<file path="src/rtl/mips_pkg.sv">
// Shared register-file types and widths for the MIPS datapath.
package mips_pkg;
  localparam int REG_DATA_W = 32;
  localparam int REG_ADDR_W = 5;
  localparam int REG_DEPTH  = 2**REG_ADDR_W;
  localparam int REG_CNT_W  = 8;
  localparam logic [REG_ADDR_W-1:0] REG_ZERO = 5'd0;

  typedef logic [REG_DATA_W-1:0] reg_data_t;
  typedef logic [REG_ADDR_W-1:0] reg_addr_t;
  typedef logic [REG_CNT_W-1:0]  reg_cnt_t;
endpackage

</file>
<file path="src/rtl/reg_file_wr_demux_if.sv">
// Register-file port bundle: one write port, two combinational read ports, write counter.
interface reg_file_wr_demux_if
  import mips_pkg::*;
#(
  parameter int DATA_W = REG_DATA_W,
  parameter int ADDR_W = REG_ADDR_W
);
  logic              we;
  logic [ADDR_W-1:0] wa;
  logic [DATA_W-1:0] wd;
  logic [ADDR_W-1:0] ra1;
  logic [ADDR_W-1:0] ra2;
  logic [DATA_W-1:0] rd1;
  logic [DATA_W-1:0] rd2;
  reg_cnt_t          wr_cnt;

  modport master (output we, wa, wd, ra1, ra2, input rd1, rd2, wr_cnt);
  modport slave  (input we, wa, wd, ra1, ra2, output rd1, rd2, wr_cnt);
endinterface

</file>
<file path="src/rtl/reg_file_wr_demux_decoder.sv">
// Write-address one-hot decoder gated by write enable; line 0 (r0) never fires.
module reg_wr_decoder #(
  parameter int ADDR_W = 5
) (
  input  logic                 we_i,
  input  logic [ADDR_W-1:0]    wa_i,
  output logic [2**ADDR_W-1:0] onehot_o
);
  // An unknown we fails the if-test, so no line is enabled.
  always_comb begin
    onehot_o = '0;
    if (we_i) onehot_o[wa_i] = 1'b1;
    onehot_o[0] = 1'b0;
  end
endmodule

</file>
<file path="src/rtl/reg_file_wr_demux.sv">
// 32x32 MIPS register file: one-hot write demux, two combinational read ports,
// saturating commit counter. Optional write-to-read forwarding under REG_FILE_BYPASS_EN.
module reg_file_wr_demux
  import mips_pkg::*;
#(
  parameter int DATA_W = REG_DATA_W,
  parameter int ADDR_W = REG_ADDR_W
) (
  input logic                clk,
  input logic                rst_n,
  reg_file_wr_demux_if.slave bus
);
  localparam int DEPTH = 2**ADDR_W;

  logic [DEPTH-1:0]  wen;
  logic [DATA_W-1:0] regs_q [DEPTH];
  reg_cnt_t          cnt_q, cnt_d;
  logic              commit;

  reg_wr_decoder #(.ADDR_W(ADDR_W)) u_dec (
    .we_i     (bus.we),
    .wa_i     (bus.wa),
    .onehot_o (wen)
  );

  // Entry 0 is cleared by reset and never enabled, so it reads as 0 without a special case.
  always_ff @(posedge clk or negedge rst_n) begin
    if (!rst_n) begin
      for (int i = 0; i < DEPTH; i++) regs_q[i] <= '0;
    end else begin
      for (int i = 1; i < DEPTH; i++)
        if (wen[i]) regs_q[i] <= bus.wd;
    end
  end

  assign commit = |wen;

  always_comb begin
    cnt_d = cnt_q;
    if (commit && cnt_q != '1) cnt_d = cnt_q + 1'b1;
  end

  always_ff @(posedge clk or negedge rst_n) begin
    if (!rst_n) cnt_q <= '0;
    else        cnt_q <= cnt_d;
  end

  // Reads are forced to 0 during reset so a forwarded wd cannot leak out.
  always_comb begin
    bus.rd1 = '0;
    bus.rd2 = '0;
    if (rst_n) begin
`ifdef REG_FILE_BYPASS_EN
      bus.rd1 = wen[bus.ra1] ? bus.wd : regs_q[bus.ra1];
      bus.rd2 = wen[bus.ra2] ? bus.wd : regs_q[bus.ra2];
`else
      bus.rd1 = regs_q[bus.ra1];
      bus.rd2 = regs_q[bus.ra2];
`endif
    end
  end

  assign bus.wr_cnt = cnt_q;

  always @(posedge clk) begin
    if (rst_n) we_known: assert (!$isunknown(bus.we));
  end
endmodule

</file>
<file path="src/flat_wrapper.sv">
// flat-port wrapper written by rule: the top's interface ports become plain ports
module reg_file_wr_demux_flat import mips_pkg::*;
#(
  parameter int DATA_W = REG_DATA_W,
  parameter int ADDR_W = REG_ADDR_W
)
  (clk, rst_n, bus_we, bus_wa, bus_wd, bus_ra1, bus_ra2, bus_rd1, bus_rd2, bus_wr_cnt);
  reg_file_wr_demux_if #(.DATA_W(DATA_W), .ADDR_W(ADDR_W)) bus_i ();
  input logic clk;
  input logic rst_n;
  input wire logic [$bits(bus_i.we)-1:0] bus_we;
  input wire logic [$bits(bus_i.wa)-1:0] bus_wa;
  input wire logic [$bits(bus_i.wd)-1:0] bus_wd;
  input wire logic [$bits(bus_i.ra1)-1:0] bus_ra1;
  input wire logic [$bits(bus_i.ra2)-1:0] bus_ra2;
  output wire logic [$bits(bus_i.rd1)-1:0] bus_rd1;
  output wire logic [$bits(bus_i.rd2)-1:0] bus_rd2;
  output wire logic [$bits(bus_i.wr_cnt)-1:0] bus_wr_cnt;
  assign bus_i.we = bus_we;
  assign bus_i.wa = bus_wa;
  assign bus_i.wd = bus_wd;
  assign bus_i.ra1 = bus_ra1;
  assign bus_i.ra2 = bus_ra2;
  assign bus_rd1 = bus_i.rd1;
  assign bus_rd2 = bus_i.rd2;
  assign bus_wr_cnt = bus_i.wr_cnt;
  reg_file_wr_demux #(.DATA_W(DATA_W), .ADDR_W(ADDR_W)) u_core (.clk(clk), .rst_n(rst_n), .bus(bus_i));
endmodule
</file>
<file path="config.mk">
export PLATFORM = sky130hd
export DESIGN_NAME = reg_file_wr_demux_flat
export DESIGN_NICKNAME = d
export VERILOG_FILES = /design/src/rtl/mips_pkg.sv /design/src/rtl/reg_file_wr_demux_if.sv /design/src/rtl/reg_file_wr_demux_decoder.sv /design/src/rtl/reg_file_wr_demux.sv /design/src/flat_wrapper.sv
export SDC_FILE = /design/constraint.sdc
export NUM_CORES = 2
export LEC_CHECK = 0
export CAP_MARGIN = 20
export CORE_UTILIZATION = 45
export DETAILED_ROUTE_END_ITERATION = 6
export HOLD_SLACK_MARGIN = 0.06
export PLACE_DENSITY = 0.68
export REMOVE_ABC_BUFFERS = 1
export SKIP_LAST_GASP = 1
export SYNTH_ARGS = -nofsm -noshare
export SYNTH_HDL_FRONTEND = slang
export SYNTH_SLANG_ARGS = --single-unit
</file>
<file path="constraint.sdc">
create_clock -name clk -period 2.96 [get_ports clk]
set_clock_uncertainty 0.2 [all_clocks]
set_input_delay 0.592 -clock clk [delete_from_list [all_inputs] [get_ports clk]]
set_output_delay 0.592 -clock clk [all_outputs]
set_load 0.01 [all_outputs]
</file>
==> run metrics <==
outcome finished, violations left; failing checks negative setup slack; clk root buf clkbuf_16; Area contributors post-synth dfrtp_1 (46%), mux2_2 (22%), mux4_2 (13%); Synth area leader dfrtp_1; Worst Setup Start Kind flip-flop; port bufs 121; CTS tree done; crit path max fanout 3; final layout net count 4487; fin crit share 106.9%; VDD IR-drop max 0.4587 mV; CORE AREA 118700 µm²; Die H 349.0 µm; library cells used by synthesis 54; register area share after synthesis 46.17%; drt drc 0; # rows 126; Critical Path End Type output pin; max_slew headroom 38.27%; starting density of the core 45.65%; Worst EP required 2.17 ns; Synth Register Bits 1000; Clk network pwr share 33.2%; fill cell count 8999; Final Critical Period 3.165 ns; Vias 40110; Num CTS Buffers 108; FFs w/ async S/R, synth 100.0%; syn_area_per_cell 14.15 µm²; power per cell area 620.7 nW/µm²; first-pass GRT wire length 282.9 mm; reg-to-reg slack, setup 1.07 ns; Hold Fails Final Rpt 0; Reg clk slew, reported paths 0.06 ns; share of layout cells above drive strength 1 59.12%; EDFF count, synth 0; sw frac 28.32%; GPL Wtd Cong 0.8681; Max Clock Freq 316.0 MHz; Flop pwr share 43.2%; setup TNS -6.112 ns; Starting DRT DRC Count 4003; Synth warnings 32; HP Class in2async; number of antenna violations at the first check in global routing 3; Routed WL 193.2 mm; vias in the first global route 41320; DRT antenna net count 0; power share of the combinational group 23.6%; synthesized area 54200 µm²; Synth top cells by count mux2_2 (1064), dfrtp_1 (1000), mux4_2 (324), mux2i_1 (242), clkbuf_1 (174); Max Slew Vio Count 0; P&R area growth vs syn 28.25%; Ant. Diodes 0; unrepaired setup endpoints after global routing true; cells after synthesis 3830; # IOs 122; die span in x 349.0 µm; Setup CP Type reg2out; DR vias/cell 6.549; NetSw 12.22 mW; count leader, synth mux2_2; Final Worst Setup Slack -0.2046 ns; GRT overflow 0; wire length per cell 31.55 µm; clock buffer depth 3; CP Data Arrival Time 2.37 ns; Clock Latency Late Sink 0.70 ns; Slew @ Worst Pin 0.9188 ns; drt first pass iters 6; max-cap violations 0; Setup-failing EPs final 63; Primary FF master, synth dfrtp_1; H-tree levels 3; share of the synthesized area in the top cell type 46.17%; Leak 30.80 nW; Final Power 43.14 mW; largest net degree at the start of global routing 58; CTS Sinks 1000; total track usage 31.49%; post-detail-place hpwl 117.4 mm; total die area 121800 µm²; Power Internal 30.93 mW
==> worst paths after layout <==
path / start / to / cells after the start
min in group clk: u_core.bus.wr_cnt[7] / u_core.bus.wr_cnt[7] / 1
max in group asynchronous: rst_n / u_core.regs_q[27] / 4
worst max-delay path: u_core.regs_q[494] / bus_rd2[14] / 6
worst min register to register: u_core.bus.wr_cnt[7] / u_core.bus.wr_cnt[7] / 1
worst max register to register: u_core.bus.wr_cnt[0] / u_core.bus.wr_cnt[1] / 5
worst min-delay path: rst_n / u_core.regs_q[395] / 4
==> logic make-up (layout without fill, tap and decap cells) <==
kind of cell | after synthesis | count (layout) | share of synthesized area, %
xor+xnor | 6 | 6 | 0.09696
buf+inv | 419 | 1114 | 4.010
fa+ha+maj | 1 | 1 | 0.02308
simple gates | 254 | 254 | 2.062
flops | 1000 | 1000 | 46.17
mux | 1677 | 1677 | 41.02
compound gates | 473 | 473 | 6.619
==> worst max-delay path: stages, from the launching register on <==
cell     delay (ns)
dfrtp_1        0.41
buf_6          0.13
mux4_2         0.47
mux2i_4        0.20
a21oi_1        0.09
o31a_1         0.18
buf_2          0.18
==> metal layers <==
metal | GRT usage, % | vias up | part of all wire, %
li1 | - | 16020 | -
met1 | 43.06 | 21210 | 40
met2 | 47.65 | 2282 | 45
met3 | 6.898 | 598 | 9.4
met4 | 15.03 | 2 | 5.2
met5 | 0 | - | 0.010
==> flip-flops by register name, indices dropped and copies added (netlist names) <==
name and count:
u_core.bus.wr_cnt 8, u_core.regs_q 992
==> power groups by stage <==
| stage | combinational, mW | clock, mW | sequential [mW] |
|---|---|---|---|
| final | 10.2 | 14.3 | 18.6 |
| after global routing | 10.8 | 15.0 | 18.9 |
| after CTS | 9.80 | 14.5 | 18.4 |
| after detailed placement | 8.84 | 0 | 18.7 |
| after global placement | 8.61 | 0 | 18.6 |
| after floorplan | 5.72 | 0 | 17.9 |
==> cells in the final DEF, fill, tap and decap left out, types with 14 or more instances in the layout <==
cell / n
nand2_1: 87
buf_8: 22
buf_12: 154
nor2_1: 47
mux2_4: 14
a221oi_2: 36
o221ai_1: 36
o21ai_2: 15
a21oi_1: 68
clkbuf_16: 111
buf_6: 73
clkbuf_1: 24
mux4_2: 324
clkbuf_8: 25
nand2_2: 24
dfrtp_1: 1000
clkinv_2: 15
dlygate4sd3_1: 36
nor3_1: 23
a21oi_2: 29
mux2_2: 1051
a22oi_1: 24
o31a_1: 25
a31o_2: 28
clkdlybuf4s50_1: 46
mux2_1: 46
nor2_4: 18
a21o_1: 29
o221a_1: 21
buf_2: 56
o22ai_2: 22
mux2i_1: 229
o221ai_2: 21
a221oi_1: 16
a211oi_1: 19
buf_4: 475
buf_16: 37
==> metrics by stage <==
stage / instance area (µm²) / worst slack, ns / instances / utilization, % / hold slack (ns)
final: 69510 / -0.2046 / 6125 / 58.55 / 0.1019
after detailed placement: 61480 / -0.9394 / 5682 / 51.79 / 0.2098
after global placement: 61480 / -0.9685 / 5682 / 51.79 / 0.2121
after CTS: 68550 / -0.1898 / 6081 / 57.75 / 0.06693
after floorplan: 52040 / -1.276 / 3416 / - / 0.09641
after global routing: 69510 / -0.2302 / 6125 / 58.55 / 0.09222
==> cell type report <==
type                       instances  area, µm²  share of cell area [%]
sequential                      1000      25020                   36.00
inverter                           5      23.77                 0.03420
tap                             1600       2002                   2.880
clock inverter                    42      616.8                  0.8874
clock buffer                     157       3137                   4.513
timing repair buffer             910      10230                   14.72
multi-input combinational       2411      28470                   40.96
==> repair_timing <==
item                                   CTS  global route
buffers inserted                       148            52
endpoints found under the hold margin  384             0
setup endpoints to repair               64            64
gates resized for setup                565           133
gates cloned                            26             3
pin swaps                              131            81
hold buffers                            36             0
Power figures use the tool's default switching activity.
